File: src/rtl/sp_ram_arb_pkg.sv
// Shared types and helpers for the single-port RAM arbiter.
// Master indices are sized for the largest supported configuration (8),
// so one index type serves every NUM_MST instance.
package sp_ram_arb_pkg;

    localparam int MAX_MST        = 8;
    localparam int MST_IDX_W      = $clog2(MAX_MST);
    localparam int DATA_WIDTH_DEF = 32;
    localparam int BE_WIDTH       = DATA_WIDTH_DEF / 8;

    typedef enum logic {
        IDLE   = 1'b0,
        LOCKED = 1'b1
    } arb_state_e;

    typedef logic [MAX_MST-1:0]   mst_vec_t;
    typedef logic [MST_IDX_W-1:0] mst_idx_t;

    typedef struct packed {
        logic     valid;
        mst_idx_t idx;
    } rr_pick_t;

    // Index following idx, wrapping at n masters.
    function automatic mst_idx_t rr_next(input mst_idx_t idx, input int n);
        if (int'(idx) + 1 >= n) return '0;
        return idx + mst_idx_t'(1);
    endfunction

    // First requesting index at or after ptr, wrapping at n masters.
    function automatic rr_pick_t rr_pick(input mst_vec_t req, input mst_idx_t ptr, input int n);
        rr_pick_t pick;
        int       k;
        pick = '0;
        for (int i = 0; i < MAX_MST; i++) begin
            k = (int'(ptr) + i) % n;
            if (i < n && !pick.valid && req[k[MST_IDX_W-1:0]]) begin
                pick.valid = 1'b1;
                pick.idx   = k[MST_IDX_W-1:0];
            end
        end
        return pick;
    endfunction

endpackage

File: src/rtl/sp_ram_arbiter_rr.sv
// rr_arbiter_core: combinational round-robin pick with a registered
// priority pointer. The pointer moves past each winner unless held, and
// can be loaded directly by the owner of the core.
module rr_arbiter_core
    import sp_ram_arb_pkg::*;
#(
    parameter int NUM_MST = 2
) (
    input  logic               clk,
    input  logic               rst_i,
    input  logic [NUM_MST-1:0] req,
    input  logic               hold,
    input  logic               load_en,
    input  mst_idx_t           load_ptr,
    output logic [NUM_MST-1:0] gnt,
    output logic               valid,
    output mst_idx_t           idx
);

    mst_idx_t rr_ptr;
    rr_pick_t pick;

    // Pick the winner and expand it to a one-hot grant.
    always_comb begin
        // NOTE: every combinational output gets a default first so no path leaves it unassigned (no latch).
        gnt   = '0;
        pick  = rr_pick(mst_vec_t'(req), rr_ptr, NUM_MST);
        valid = pick.valid;
        idx   = pick.idx;
        for (int k = 0; k < NUM_MST; k++) begin
            gnt[k] = pick.valid && (int'(pick.idx) == k);
        end
    end

    // Advance the priority pointer past the winner, or load it on request.
    always_ff @(posedge clk) begin
        // NOTE: state updates use non-blocking assignments so every register samples pre-edge values.
        if (rst_i) begin
            rr_ptr <= '0;
        end else if (load_en) begin
            rr_ptr <= load_ptr;
        end else if (valid && !hold) begin
            rr_ptr <= rr_next(idx, NUM_MST);
        end
    end

endmodule

File: src/rtl/sp_ram_arbiter.sv
// sp_ram_arbiter: shares one single-port RAM (1-cycle read latency) between
// NUM_MST req/gnt/rvalid masters. Round-robin in IDLE; a granted master
// asserting lock keeps exclusive ownership until it drops lock or the lock
// budget of MAX_LOCK cycles runs out.
module sp_ram_arbiter
    import sp_ram_arb_pkg::*;
#(
    parameter int NUM_MST    = 2,
    parameter int RAM_SIZE   = 32768,
    parameter int ADDR_WIDTH = $clog2(RAM_SIZE),
    parameter int DATA_WIDTH = 32,
    parameter int MAX_LOCK   = 64
) (
    input  logic                              clk,
    input  logic                              rst_i,
    input  logic [NUM_MST-1:0]                req_i,
    input  logic [NUM_MST-1:0]                lock_i,
    input  logic [NUM_MST-1:0]                we_i,
    input  logic [NUM_MST*(DATA_WIDTH/8)-1:0] be_i,
    input  logic [NUM_MST*ADDR_WIDTH-1:0]     addr_i,
    input  logic [NUM_MST*DATA_WIDTH-1:0]     wdata_i,
    output logic [NUM_MST-1:0]                gnt_o,
    output logic [NUM_MST-1:0]                rvalid_o,
    output logic [DATA_WIDTH-1:0]             rdata_o,
    output logic                              lock_err_o,
    output logic                              ram_en_o,
    output logic [ADDR_WIDTH-1:0]             ram_addr_o,
    output logic [DATA_WIDTH-1:0]             ram_wdata_o,
    output logic                              ram_we_o,
    output logic [DATA_WIDTH/8-1:0]           ram_be_o,
    input  logic [DATA_WIDTH-1:0]             ram_rdata_i
);

    localparam int BE_W  = DATA_WIDTH / 8;
    localparam int CNT_W = (MAX_LOCK > 2) ? $clog2(MAX_LOCK) : 1;
    localparam logic [CNT_W-1:0] CNT_LAST = CNT_W'(MAX_LOCK - 1);

    arb_state_e         state, state_nxt;
    mst_idx_t           owner, owner_nxt;
    logic [CNT_W-1:0]   lock_cnt, lock_cnt_nxt;
    logic               rr_load;
    logic [NUM_MST-1:0] core_gnt;
    logic               core_valid;
    mst_idx_t           core_idx;
    logic               win_valid;
    mst_idx_t           win_idx;
    logic               rsp_pend;
    mst_idx_t           rsp_idx;
    mst_vec_t           req_v, lock_v, we_v;

    assign req_v  = mst_vec_t'(req_i);
    assign lock_v = mst_vec_t'(lock_i);
    assign we_v   = mst_vec_t'(we_i);

    // The pointer already sits at owner+1 from the locking grant; holding it
    // while locked and reloading it on exit keeps that invariant explicit.
    rr_arbiter_core #(.NUM_MST(NUM_MST)) u_rr (
        .clk      (clk),
        .rst_i    (rst_i),
        .req      (req_i),
        .hold     (state == LOCKED),
        .load_en  (rr_load),
        .load_ptr (rr_next(owner, NUM_MST)),
        .gnt      (core_gnt),
        .valid    (core_valid),
        .idx      (core_idx)
    );

    // Lock FSM state register: state, owner and lock budget counter.
    always_ff @(posedge clk) begin
        if (rst_i) begin
            state    <= IDLE;
            owner    <= '0;
            lock_cnt <= '0;
        end else begin
            state    <= state_nxt;
            owner    <= owner_nxt;
            lock_cnt <= lock_cnt_nxt;
        end
    end

    // Lock FSM next state: enter on a locking grant, leave on release or budget exhaustion.
    always_comb begin
        state_nxt    = state;
        owner_nxt    = owner;
        lock_cnt_nxt = lock_cnt;
        rr_load      = 1'b0;
        unique case (state)
            IDLE: begin
                if (core_valid && lock_v[core_idx]) begin
                    state_nxt    = LOCKED;
                    owner_nxt    = core_idx;
                    lock_cnt_nxt = '0;
                end
            end
            LOCKED: begin
                lock_cnt_nxt = lock_cnt + 1'b1;
                if (!lock_v[owner] || lock_cnt == CNT_LAST) begin
                    state_nxt    = IDLE;
                    lock_cnt_nxt = '0;
                    rr_load      = 1'b1;
                end
            end
            default: state_nxt = IDLE;
        endcase
    end

    // Lock FSM outputs: grant vector, winner selection and timeout pulse.
    always_comb begin
        gnt_o      = '0;
        win_valid  = 1'b0;
        win_idx    = core_idx;
        lock_err_o = 1'b0;
        if (!rst_i) begin
            if (state == IDLE) begin
                gnt_o     = core_gnt;
                win_valid = core_valid;
            end else begin
                win_idx    = owner;
                win_valid  = req_v[owner];
                // A release in the same cycle wins over the timeout.
                lock_err_o = lock_v[owner] && (lock_cnt == CNT_LAST);
                for (int k = 0; k < NUM_MST; k++) begin
                    gnt_o[k] = req_v[owner] && (int'(owner) == k);
                end
            end
        end
    end

    // RAM request mux from the winning master; strobes are quiet without a grant.
    always_comb begin
        ram_en_o    = win_valid;
        ram_addr_o  = addr_i[int'(win_idx)*ADDR_WIDTH +: ADDR_WIDTH];
        ram_wdata_o = wdata_i[int'(win_idx)*DATA_WIDTH +: DATA_WIDTH];
        ram_we_o    = win_valid && we_v[win_idx];
        ram_be_o    = win_valid ? be_i[int'(win_idx)*BE_W +: BE_W] : '0;
    end

    // Response tracking: fixed 1-cycle latency means one outstanding response at most.
    always_ff @(posedge clk) begin
        if (rst_i) begin
            rsp_pend <= 1'b0;
            rsp_idx  <= '0;
        end else begin
            rsp_pend <= win_valid;
            rsp_idx  <= win_idx;
        end
    end

    // One-hot response valid; squashed while reset is asserted.
    always_comb begin
        rvalid_o = '0;
        for (int k = 0; k < NUM_MST; k++) begin
            rvalid_o[k] = !rst_i && rsp_pend && (int'(rsp_idx) == k);
        end
    end

    assign rdata_o = ram_rdata_i;

endmodule

File: config.mk
export PLATFORM = sky130hd
export DESIGN_NAME = sp_ram_arbiter
export DESIGN_NICKNAME = d
export VERILOG_FILES = /design/src/rtl/sp_ram_arb_pkg.sv /design/src/rtl/sp_ram_arbiter_rr.sv /design/src/rtl/sp_ram_arbiter.sv
export SDC_FILE = /design/constraint.sdc
export NUM_CORES = 1
export LEC_CHECK = 0
export CORE_ASPECT_RATIO = 0.5
export CORE_UTILIZATION = 24
export DETAILED_ROUTE_END_ITERATION = 16
export GPL_TIMING_DRIVEN = 0
export PLACE_DENSITY_LB_ADDON = 0.08
export SYNTH_ARGS = -nofsm -noshare
export SYNTH_HDL_FRONTEND = slang
export SYNTH_SLANG_ARGS = --single-unit
File: constraint.sdc
create_clock -name clk -period 1.7 [get_ports clk]
set_input_delay 0.17 -clock clk [delete_from_list [all_inputs] [get_ports clk]]
set_output_delay 0.17 -clock clk [all_outputs]
set_load 0.03 [all_outputs]
# Yosys cells after proc, flatten, opt, wreduce, memory -nomap -nowiden
# Index checks and enable logic that the tools add are counted.
[word_totals] elab_cells=94 out_inout_bits=90 reg_bits=15
[classes] addsub=6 n_mux=42 bitwise=2 shift=3 eq_ne=5 n_reduce_logical=22 magnitude_cmp=7 n_mul=1
[ops] operator="$shiftx 64x9->32" count=1
[ops] operator="$ge 32x3->1 const B" count=1
[ops] operator="$shiftx 30x8->15" count=1
[ops] operator="$mux 1" count=26
[ops] operator="$lt 3x4->1 const B" count=4
[ops] operator="$bmux 1 s3" count=4
[ops] operator="$logic_and 1x1->1" count=12
[ops] operator="$mux 4" count=3
[ops] operator="$mux 6" count=2
[ops] operator="$pmux 6 s2" count=1
[ops] operator="$eq 3x2->1 const B" count=3
[ops] operator="$logic_not 3->1" count=3
[ops] operator="$add 3x1->4 const B" count=2
[ops] operator="$shiftx 8x6->4" count=1
[ops] operator="$mul 3x4->7 const B" count=1
[ops] operator="$add 6x1->6 const B" count=1
[ops] operator="$eq 6x6->1 const B" count=1
[ops] operator="$mux 3" count=2
[ops] operator="$ge 4x2->1 const B" count=1
[ops] operator="$logic_not 1->1" count=4
[ops] operator="$lt 1x4->1 const B" count=1
[ops] operator="$mux 2" count=2
[ops] operator="$add 1x1->1 const B" count=3
[ops] operator="$bmux 1 s2" count=1
[ops] operator="other kinds (7)" count=7

# Longest topological paths before layout
[depth] ltp_word=15 ltp_mapped=5 mapped_depth_nobuf=5

# Cells and area by module
# From an unflattened synthesis, not the netlist that was laid out.
[unflattened] hier_cells=313 area_unflattened_um2=1970.6
[modules_own_cells] module="sp_ram_arbiter" seq_area_each_um2=280.3 n_inst=1 area_each_um2=1863.0 cells_each=298
[modules_own_cells] module="rr_arbiter_core" seq_area_each_um2=20.0 n_inst=1 area_each_um2=107.6 cells_each=15

# Worst setup path after synthesis
# No wires, ideal clock.
[synth_timing] kind="register to output" from="register state" to="output gnt_o[1]" required_time_ps=1530 arrival_ps=1734 n_path_buf=1 stages_incl_launch_ff=5 setup_slack_ps=-204 cell_sequence="dfxtp_1 buf_4 inv_1 nor2_1 nor4b_1"
[synth_via] elab_chain_len=2
[synth_rtl] element="start: declaration" line="sp_ram_arbiter.sv:38" source="arb_state_e state, state_nxt;"
[synth_rtl] element="start signal: assignment" line="sp_ram_arbiter.sv:76" source="state <= state_nxt;"
[synth_rtl] element="$mux 2" line="sp_ram_arbiter.sv:115" source="if (state == IDLE) begin"
[synth_rtl] element="$mux 2" line="sp_ram_arbiter.sv:114" source="if (!rst_i) begin"
[synth_rtl] element="end: declaration" line="sp_ram_arbiter.sv:22" source="output logic [NUM_MST-1:0] gnt_o,"
# Every way passes these cells.

# Worst setup path after layout
[layout_timing] from="register owner[0]" to="output ram_wdata_o[9]"
[layout_via] elab_chain_len=3
[layout_rtl] element="start: declaration" line="sp_ram_arbiter.sv:39" source="mst_idx_t owner, owner_nxt;"
[layout_rtl] element="start signal: assignment" line="sp_ram_arbiter.sv:77" source="owner <= owner_nxt;"
[layout_rtl] element="$mux 3" line="sp_ram_arbiter.sv:115"
[layout_rtl] element="$mux 3" line="sp_ram_arbiter.sv:114"
[layout_rtl] element="$shiftx 64x9->32" line="sp_ram_arbiter.sv:134" source="ram_wdata_o = wdata_i[int'(win_idx)*DATA_WIDTH +: DATA_WIDTH];"
[layout_rtl] element="end: declaration" line="sp_ram_arbiter.sv:28" source="output logic [DATA_WIDTH-1:0] ram_wdata_o,"
# Every way passes these cells.

==> flow_summary_export.csv <==
group,metric,value,unit
status,outcome,"finished, violations left",
status,violations,"setup timing",
route,num_vias,2100,
grt,grt_max_degree,11,
sta,hold_slack,0.376,ns
sta,tightest_slew,0.483,ns
power_and_ir_drop,ir_drop,400,uV
clock_network,clkSinkCount,11,
grt,grt_pass1_wl,11000,um
critical_path,worst_ep_required_time,1.53,ns
logic_synthesis,synthTopCellsByArea,"mux2_2 (29%), buf_4 (16%), dfxtp_1 (14%)",
logic_synthesis,avgSynthCellArea,9.18,um^2
clock_network,insertion_delay,0.24,ns
logic_synthesis,syn_area,0.00158,mm^2
logic_synthesis,yosys.area_share.adder,0.792,%
route,wl_per_cell,17.1,um
final_layout,nNetsFinal,534,
critical_path,cp-start-kind,"flop",
placement,placed_area,0.00369,mm^2
final_layout,area_delta_synth_final,169,%
final_layout,layout-drive-gt1-share,48.5,%
critical_path,critPathCaptureType,"output pin",
logic_synthesis,yosysSeqAreaShare,13.9,%
clock_network,clk_path_buf_depth,2,
logic_synthesis,synth_cells,172,
placement,io_buffers,198,
clock_network,root_buffer,"clkbuf_16",
grt,antenna_found_initial,0,
grt,grt_overflow_total,0,
sta,hold_viol_final,0,
floorplanning,chipHeight,59.4,um
final_layout,diodes,0,
route,routed_wl,8160,um
final_layout,finalInstanceArea,0.00425,mm^2
floorplanning,dieArea,0.00693,mm^2
grt,track_usage,21.3,%
logic_synthesis,syn-num-nets,315,
sta,setup_viol,52,
clock_network,cts_tree,"built",
logic_synthesis,ys_types,38,
logic_synthesis,synth_top_family_by_area,"multiplexers",
clock_network,clkTransAtPathRegs,0.04,ns
sta,fin_worst_skew,0.00109,ns
final_layout,instances_no_fill,478,
grt,grt_pass1_vias,2165,
floorplanning,die_w,117,um
logic_synthesis,synth_seq_cells,11,
floorplanning,coreArea,0.00621,mm^2
logic_synthesis,synth_largest_area_cell,"mux2_2",
logic_synthesis,async_flop_share,0,%
logic_synthesis,synth_mux_area_share,38.2,%
logic_synthesis,synth-simple-area-share,13.2,%
logic_synthesis,netlist.area_leader.share,28.5,%
sta,min_period,2.00,ns
power_and_ir_drop,leakagePower,0.00191,uW
final_layout,fin_util,68.5,%
route,first_iter_violations,47,
route,avgViaCountPerCell,4.39,
critical_path,path_max_fanout,5,
sta,max_freq,0.501,GHz
sta,rsz0062_at_grt,"true",
clock_network,cts.htree.levels,1,
route,dr.pass1.iters,4,
min_path,hold_path.class,"in -> reg",
sta,relSlewSlack,67.8,%
floorplanning,start_util,25.4,%
floorplanning,io_pins,232,
logic_synthesis,synth-warning-count,0,
sta,finalMaxSlewViolations,0,
logic_synthesis,synth_compound_area_share,13.1,%
critical_path,crit_type,"reg -> out",
placement,pre_cts_ws,-1.02,ns
route,drcViolationCount,0,
clock_network,ctsHoldBuffers,0,
clock_network,cts-buffers-inserted,3,
power_and_ir_drop,p_per_area,542,mW/mm^2
placement,dpl.hpwl,6260,um
route,ant_nets,0,
logic_synthesis,synth_edf_count,0,
logic_synthesis,synth_xor_area_share,0,%
flow_run,cap_violations,0,
sta,period_share,117,%
placement,place.gp.congestion,0.905,
sta,worst_slack,-0.296,ns
logic_synthesis,ys.flop_type,"dfxtp_1",
floorplanning,core.rowCount,20,
placement,placedCellCount,458,
critical_path,cp_data_arrival_time,1.83,ns
final_layout,fillers,481,
[timing repair]
item                                    in CTS  in global routing
gates cloned                                 2                  2
pin swaps                                    4                  6
endpoints found under the setup margin      58                 56
resized for setup                          435                 25
setup buffers                               10                  5
endpoints found under the hold margin        0                  0
[per-layer routing]
metal  routed length, um  up-vias  GRT usage, %  share of wire (%)
li1                    -     1027             -                  -
met1                3160     1001          23.6                 39
met2                4560       68          44.5                 56
met3                 398        4          2.25                4.9
met4                  41        0          3.62               0.50
met5                   0        -             0                  0
[final timing paths]
kind                    start        endpoint  slack (ns)  cells past startpoint
hold reg to reg   lock_cnt[3]     lock_cnt[3]        0.50                      1
setup / recovery     owner[0]  ram_wdata_o[9]       -0.30                      7
hold / removal       req_i[1]        owner[0]        0.38                      4
setup reg to reg     owner[0]  u_rr.rr_ptr[0]        0.07                      7
[power by group]
part | leakage (uW) | total [uW] | internal [uW] | switching (uW)
Combinational | 0.00177 | 1600 | 884 | 715
Sequential | 0.0000924 | 279 | 269 | 9.64
Clock | 0.0000409 | 429 | 311 | 118
[cells by family after synthesis]
logic type	after synthesis
multiplexers	54
buffers and inverters	44
AND/OR/NAND/NOR	40
AO/OA/AOI/OAI	22
flip-flops	11
adder cells (fa/ha/maj)	1
[cell usage after synthesis (4+ instances only)]
cell and instances:
dfxtp_1 11, buf_6 5, mux2_2 40, mux2i_1 6
and3_1 5, nor2_1 13, nand2_1 5, buf_4 33
inv_1 4, a21oi_1 4, mux2_1 7
[cell usage in the layout, fill, tap and decap left out, drive strengths merged, types with 3 or more instances in the layout]
master,Yosys,final
a21oi,5,5
a31oi,4,4
and3,5,5
buf,39,107
clkbuf,1,7
clkdlybuf4s50,0,139
dfxtp,11,11
inv,4,3
mux2,47,47
mux2i,7,7
nand2,5,5
nand2b,3,3
nand3,3,3
nor2,13,13
[state kept, by name (all words and copies together) (netlist names)]
signal       cells
u_rr.rr_ptr      1
rsp_idx          1
owner            1
rsp_pend         1
state            1
lock_cnt         6
[worst max-delay path, cell delays in order (launching register included)]
cell,delay [ns]
dfxtp_4,0.34
and3b_2,0.22
a31oi_4,0.19
buf_12,0.15
buf_8,0.11
clkbuf_16,0.14
mux2_4,0.30
buf_6,0.14
[area by class of cell]
| class | instances | area (um^2) | area share (%) |
|---|---|---|---|
| buffer | 38 | 307 | 7.21 |
| clock buffer | 3 | 75.1 | 1.76 |
| clock inverter | 1 | 5.00 | 0.118 |
| inverter | 4 | 18.8 | 0.441 |
| multi-input combinational | 117 | 1260 | 29.6 |
| sequential | 11 | 233 | 5.47 |
| tap | 88 | 110 | 2.59 |
| timing repair buffer | 216 | 2250 | 52.8 |
[per-stage QoR]
step | setup TNS [ns] | power (uW)
6_report | -12.08 | 2310
5_1_grt | -15.34 | 2400
4_1_cts | -12.74 | 2250
3_5_place_dp | -51.33 | 1640
3_3_place_gp | -50.49 | 1620
2_1_floorplan | 0 | 1010
No activity file was read; power rests on OpenSTA's default activity.
